<file path="src/rtl/video_pkg.sv">
// Shared definitions for the video output stage: RGB565 field positions,
// FSM state encoding and default frame geometry.
package video_pkg;

   localparam int DEFAULT_WIDTH  = 320;
   localparam int DEFAULT_HEIGHT = 240;

   localparam int R_MSB = 15;
   localparam int R_LSB = 11;
   localparam int G_MSB = 10;
   localparam int G_LSB = 5;
   localparam int B_MSB = 4;
   localparam int B_LSB = 0;

   typedef enum logic {
      S_IDLE   = 1'b0,
      S_STREAM = 1'b1
   } state_t;

   function automatic logic [15:0] rgb565(input logic [4:0] r, input logic [5:0] g,
                                          input logic [4:0] b);
      return {r, g, b};
   endfunction

endpackage

</file>
<file path="src/rtl/video_stream_source_if.sv">
// Pixel input handshake plus Avalon-ST source signals of the video output stage.
interface video_stream_source_if #(
   parameter int DATA_W = 16
);
   logic [DATA_W-1:0] pix_data;
   logic              pix_valid;
   logic              pix_sof;
   logic              pix_ready;
   logic [DATA_W-1:0] src_data;
   logic              src_valid;
   logic              src_ready;
   logic              src_startofpacket;
   logic              src_endofpacket;

   modport master (
      input  pix_data, pix_valid, pix_sof, src_ready,
      output pix_ready, src_data, src_valid, src_startofpacket, src_endofpacket
   );

   modport slave (
      output pix_data, pix_valid, pix_sof, src_ready,
      input  pix_ready, src_data, src_valid, src_startofpacket, src_endofpacket
   );
endinterface

</file>
<file path="src/rtl/video_sync_fifo.sv">
// Small show-ahead synchronous FIFO; head entry is visible on dout whenever not empty.
module video_sync_fifo #(
   parameter int W     = 18,
   parameter int DEPTH = 4
) (
   input  logic         clk,
   input  logic         reset,
   input  logic         push,
   input  logic [W-1:0] din,
   input  logic         pop,
   output logic [W-1:0] dout,
   output logic         full,
   output logic         empty
);
   localparam int AW = $clog2(DEPTH);

   logic [W-1:0] mem [DEPTH];
   logic [AW:0]  wr_ptr_reg;
   logic [AW:0]  rd_ptr_reg;

   // Extra pointer bit separates full from empty when the indices coincide.
   assign empty = (wr_ptr_reg == rd_ptr_reg);
   assign full  = ((wr_ptr_reg ^ rd_ptr_reg) == {1'b1, {AW{1'b0}}});
   assign dout  = mem[rd_ptr_reg[AW-1:0]];

   always_ff @(posedge clk) begin
      if (push && !full) begin
         mem[wr_ptr_reg[AW-1:0]] <= din;
      end
   end

   always_ff @(posedge clk or negedge reset) begin
      if (!reset) begin
         wr_ptr_reg <= '0;
         rd_ptr_reg <= '0;
      end else begin
         if (push && !full) begin
            wr_ptr_reg <= wr_ptr_reg + 1'b1;
         end
         if (pop && !empty) begin
            rd_ptr_reg <= rd_ptr_reg + 1'b1;
         end
      end
   end
endmodule

</file>
<file path="src/rtl/video_stream_source.sv">
// Frame-aligning Avalon-ST video source: tags SOP/EOP, buffers against
// downstream backpressure and reports frame count and truncation errors.
module video_stream_source
   import video_pkg::*;
#(
   parameter int WIDTH      = DEFAULT_WIDTH,
   parameter int HEIGHT     = DEFAULT_HEIGHT,
   parameter int DATA_W     = 16,
   parameter int FIFO_DEPTH = 4
) (
   input  logic                   clk,
   input  logic                   reset,
   input  logic                   enable,
   video_stream_source_if.master  vid,
   output logic [15:0]            frame_count,
   output logic                   frame_error,
   output logic                   busy
);
   localparam int XW = (WIDTH  > 1) ? $clog2(WIDTH)  : 1;
   localparam int YW = (HEIGHT > 1) ? $clog2(HEIGHT) : 1;
   localparam logic [XW-1:0] X_LAST = XW'(WIDTH - 1);
   localparam logic [YW-1:0] Y_LAST = YW'(HEIGHT - 1);

   state_t            state_reg;
   logic [XW-1:0]     x_reg;
   logic [YW-1:0]     y_reg;
   logic [15:0]       frame_count_reg;
   logic              frame_error_reg;

   logic              fifo_full;
   logic              fifo_empty;
   logic [DATA_W+1:0] fifo_din;
   logic [DATA_W+1:0] fifo_dout;
   logic              accept;
   logic              at_origin;
   logic              push;
   logic              pop;
   logic              eop_bit;
   logic [XW-1:0]     px;
   logic [YW-1:0]     py;

   // A sof pixel always sits at (0,0), even when it truncates a frame.
   always_comb begin
      at_origin = (x_reg == '0) && (y_reg == '0);
      px        = vid.pix_sof ? '0 : x_reg;
      py        = vid.pix_sof ? '0 : y_reg;
      eop_bit   = (px == X_LAST) && (py == Y_LAST);
      accept    = vid.pix_valid && !fifo_full;
      fifo_din  = {vid.pix_sof, eop_bit, vid.pix_data};
      push      = 1'b0;
      if (state_reg == S_IDLE) begin
         push = accept && enable && vid.pix_sof;
      end else begin
         push = accept && (vid.pix_sof || !at_origin);
      end
   end

   always_ff @(posedge clk or negedge reset) begin
      if (!reset) begin
         state_reg       <= S_IDLE;
         x_reg           <= '0;
         y_reg           <= '0;
         frame_count_reg <= '0;
         frame_error_reg <= 1'b0;
      end else begin
         if (push) begin
            if (eop_bit) begin
               x_reg     <= '0;
               y_reg     <= '0;
               state_reg <= enable ? S_STREAM : S_IDLE;
            end else begin
               state_reg <= S_STREAM;
               if (px == X_LAST) begin
                  x_reg <= '0;
                  y_reg <= py + 1'b1;
               end else begin
                  x_reg <= px + 1'b1;
                  y_reg <= py;
               end
            end
            if ((state_reg == S_STREAM) && vid.pix_sof && !at_origin) begin
               frame_error_reg <= 1'b1;
            end
         end
         if (pop && vid.src_endofpacket) begin
            frame_count_reg <= frame_count_reg + 1'b1;
         end
      end
   end

   video_sync_fifo #(
      .W     (DATA_W + 2),
      .DEPTH (FIFO_DEPTH)
   ) u_fifo (
      .clk   (clk),
      .reset (reset),
      .push  (push),
      .din   (fifo_din),
      .pop   (pop),
      .dout  (fifo_dout),
      .full  (fifo_full),
      .empty (fifo_empty)
   );

   // Head entry is masked to zero while empty so the bus idles clean.
   assign {vid.src_startofpacket, vid.src_endofpacket, vid.src_data} =
      fifo_empty ? '0 : fifo_dout;
   assign vid.src_valid = !fifo_empty;
   assign vid.pix_ready = !fifo_full;
   assign pop           = !fifo_empty && vid.src_ready;
   assign busy          = (state_reg != S_IDLE) || !fifo_empty;
   assign frame_count   = frame_count_reg;
   assign frame_error   = frame_error_reg;
endmodule

</file>
<file path="src/flat_wrapper.sv">
// flat-port wrapper written by rule: the top's interface ports become plain ports
module video_stream_source_flat import video_pkg::*;
#(
   parameter int WIDTH      = DEFAULT_WIDTH,
   parameter int HEIGHT     = DEFAULT_HEIGHT,
   parameter int DATA_W     = 16,
   parameter int FIFO_DEPTH = 4
)
  (clk, reset, enable, frame_count, frame_error, busy, vid_pix_data, vid_pix_valid, vid_pix_sof, vid_src_ready, vid_pix_ready, vid_src_data, vid_src_valid, vid_src_startofpacket, vid_src_endofpacket);
  video_stream_source_if #(.DATA_W(DATA_W)) vid_i ();
  input  logic clk;
  input  logic reset;
  input  logic enable;
  output logic [15:0] frame_count;
  output logic frame_error;
  output logic busy;
  input wire logic [$bits(vid_i.pix_data)-1:0] vid_pix_data;
  input wire logic [$bits(vid_i.pix_valid)-1:0] vid_pix_valid;
  input wire logic [$bits(vid_i.pix_sof)-1:0] vid_pix_sof;
  input wire logic [$bits(vid_i.src_ready)-1:0] vid_src_ready;
  output wire logic [$bits(vid_i.pix_ready)-1:0] vid_pix_ready;
  output wire logic [$bits(vid_i.src_data)-1:0] vid_src_data;
  output wire logic [$bits(vid_i.src_valid)-1:0] vid_src_valid;
  output wire logic [$bits(vid_i.src_startofpacket)-1:0] vid_src_startofpacket;
  output wire logic [$bits(vid_i.src_endofpacket)-1:0] vid_src_endofpacket;
  assign vid_i.pix_data = vid_pix_data;
  assign vid_i.pix_valid = vid_pix_valid;
  assign vid_i.pix_sof = vid_pix_sof;
  assign vid_i.src_ready = vid_src_ready;
  assign vid_pix_ready = vid_i.pix_ready;
  assign vid_src_data = vid_i.src_data;
  assign vid_src_valid = vid_i.src_valid;
  assign vid_src_startofpacket = vid_i.src_startofpacket;
  assign vid_src_endofpacket = vid_i.src_endofpacket;
  video_stream_source #(.WIDTH(WIDTH), .HEIGHT(HEIGHT), .DATA_W(DATA_W), .FIFO_DEPTH(FIFO_DEPTH)) u_core (.clk(clk), .reset(reset), .enable(enable), .vid(vid_i), .frame_count(frame_count), .frame_error(frame_error), .busy(busy));
endmodule
</file>
<file path="config.mk">
export PLATFORM = sky130hd
export DESIGN_NAME = video_stream_source_flat
export DESIGN_NICKNAME = d
export VERILOG_FILES = /design/src/rtl/video_pkg.sv /design/src/rtl/video_stream_source_if.sv /design/src/rtl/video_sync_fifo.sv /design/src/rtl/video_stream_source.sv /design/src/flat_wrapper.sv
export SDC_FILE = /design/constraint.sdc
export NUM_CORES = 1
export LEC_CHECK = 0
export CAP_MARGIN = 30
export CORE_AREA = 10 10 131 133
export CTS_BUF_LIST = sky130_fd_sc_hd__clkbuf_8
export DETAILED_ROUTE_END_ITERATION = 10
export DIE_AREA = 0 0 141 143
export SLEW_MARGIN = 25
export SYNTH_ARGS = -nofsm -noshare
export SYNTH_HDL_FRONTEND = slang
export SYNTH_SLANG_ARGS = --single-unit
</file>
<file path="constraint.sdc">
create_clock -name clk -period 3.5 [get_ports clk]
set_input_delay 0.35 -clock clk [delete_from_list [all_inputs] [get_ports clk]]
set_output_delay 0.35 -clock clk [all_outputs]
set_load 0.1 [all_outputs]
</file>
==> reports/qor.yml <==
run_status:
  status: "finished clean"
timing:
  finalCriticalPeriod_ps: 2690
  hold_ws_ps: 456
  period_share_pct: 76.8
  tightestPinTransition_ps: 1030
  rsz0062_at_grt: "no"
  setup_viol: 0
  setup_tns_ps: 0
  clock_skew_ps: 11.3
  fmax_ghz: 0.372
  drv_slew: 0
  slew_headroom_pct: 31.4
  hold_viol_final: 0
floorplanning:
  rows: 44
  core_mm2: 0.0144
  ios: 60
  dieArea_mm2: 0.0202
  initial_core_util_pct: 34.9
  fp.dieW_um: 141
  die_h_um: 143
synth:
  postSynthNetCount: 388
  synth_top_area_share_pct: 43.0
  yosys-top-cells-area: "edfxtp_1 43%, dfrtp_1 20%, mux4_2 8.1%, and2_1 2.9%, xnor2_1 2.4%"
  synth-compound-area-share_pct: 5.37
  synthSimpleGateAreaFrac_pct: 14.5
  yosys.area_share.adder_pct: 1.99
  synth_edf_count: 72
  ys.flop_type: "edfxtp_1"
  syn_inst: 358
  syn_area_mm2: 0.00503
  synth.avg_cell_area_um2: 14.0
  synthXorXnorAreaFrac_pct: 4.01
  synth_mux_area_share_pct: 8.71
  ys_seq_area_share_pct: 63.4
  ys_types: 49
  synth_top_area_cell: "edfxtp_1"
  synth_top_family_by_area: "simple AND/OR/NAND/NOR gates"
  synthArstFlopShare_pct: 36.3
  yosysWarningCount: 0
  ys_seq_elements: 113
place:
  port_buffers: 59
  place_area_mm2: 0.00607
  gp_congestion: 0.902
  dp.final_hpwl_um: 7520
global_routing:
  grt_pass1_wl_um: 17800
  antenna_found_initial: 0
  grt_pass1_vias: 3282
  grt.total_usage_pct: 11.1
  grt_overflow: 0
  grt_start_max_net_pins: 42
route:
  first_pass_iters: 4
  vias_per_cell: 5.09
  wirelength_um: 11000
  avgRoutedWirePerCell_um: 17.4
  vias: 3209
  drt-initial-drc-count: 243
  ant_nets: 0
  drc_errors: 0
cts:
  cts_max_path_buffers: 2
  clkTransAtPathRegs_ps: 70
  tritoncts: "done"
  cts_inserted_buffers: 17
  clkSinkCount: 113
  cts_resized: 0
  htree_levels: 4
  postCtsHoldBufs: 0
  postCtsSetupBuffers: 0
  clockRootBuffer: "clkbuf_8"
  clk_latency_ps: 420
critical_path:
  path_class: "in -> reg"
  start_kind: "input pin"
  required_ps: 3800
  crit_chain: "clkdlybuf4s50_1 > nor2b_1 > ha_1 > nand3_1 > or3_1 > nor3_2 > a211oi_1 > a211o_1"
  critPathTopFamily: "simple AND/OR/NAND/NOR gates"
  cp_num_buf_inv: 1
  cpPeakStageDelay_ps: 660
  critPathCaptureType: "flip-flop"
  critPathSlowestCell: "clkdlybuf4s50_1"
  path_max_fanout: 13
  critical_path_arrival_ps: 2990
layout:
  layout-drive-gt1-share_pct: 21.0
  layout.nets: 464
  largest_register_ffs: 72
  area_growth_pct: 28.5
  fin_area_mm2: 0.00646
  n_antenna_cell: 0
  layout_common_cells: "72 x edfxtp_1, 41 x dfrtp_1, 37 x clkdlybuf4s50_1, 27 x nand2_1, 23 x and2_1"
  layout_commonest_cell: "edfxtp_1"
  fillers: 1308
job:
  maxCapViolCount: 0
hold_path:
  min_path_type: "in -> async"
-- cell type report --
type / count / area [um2] / share of cell area (%)
multi-input combinational: 222 / 1750 / 27.1
sequential: 113 / 3190 / 49.4
clock buffer: 17 / 234 / 3.62
clock inverter: 15 / 144 / 2.23
tap: 184 / 230 / 3.56
timing repair buffer: 72 / 886 / 13.7
inverter: 8 / 30.0 / 0.465
-- routing by layer --
metal	global-route usage [%]	wire, um	part of all wire (%)	up-vias
met5	0	0	0	-
met4	4.13	134	1.2	0
met3	4.01	673	6.1	13
met2	17.7	5180	47	93
met1	13.5	4980	45	1590
li1	-	-	-	1513
-- worst paths after layout --
check / from / end / slack, ps / cells after the start
min in group clk: u_core.frame_count[15] / u_core.frame_count[15] / 470 / 1
worst min-delay path: reset / u_core.y_reg[1] / 460 / 2
worst max register to register: u_core.x_reg[0] / u_core.y_reg[7] / 1010 / 7
worst min register to register: u_core.frame_count[15] / u_core.frame_count[15] / 470 / 1
max in group asynchronous: reset / u_core.u_fifo.wr_ptr_reg[1] / 2680 / 2
worst max-delay path: vid_pix_sof / u_core.y_reg[7] / 810 / 8
-- metrics by stage --
| stage | std cells | setup slack (ps) | utilization (%) |
|---|---|---|---|
| 2_1_floorplan | 358 | 189 | - |
| 3_5_place_dp | 598 | 458 | 42.1 |
| 5_1_grt | 631 | 689 | 44.8 |
| 3_3_place_gp | 598 | 543 | 42.0 |
| 6_report | 631 | 811 | 44.8 |
| 4_1_cts | 630 | 808 | 44.7 |
-- worst reg2reg max path: stages, from the launching register on --
cell and delay, ps:
dfrtp_1 450, nor2b_1 200, ha_1 210, nand3_1 200, or3_1 560, nor3_2 340
a211oi_1 140, a211o_1 280
-- cell families after synthesis --
kind of cell / count (synthesis)
fa+ha+maj: 8
compound gates: 40
flops: 113
mux: 21
xor+xnor: 23
buf+inv: 23
simple gates: 130
-- synth_stat cells, types with 8 or more instances --
cell type and number:
and2_1 23, mux4_2 18, inv_1 8, nand3_1 18, a21oi_1 9, nor2_1 16, nand2_1 27, clkbuf_1 9
o21ai_0 8, xor2_1 9, xnor2_1 14, edfxtp_1 72, ha_1 8, dfrtp_1 41
Power is left out: the tool's default activity adds up to more than one toggle a clock period on the data nets, which glitch-free logic cannot reach.
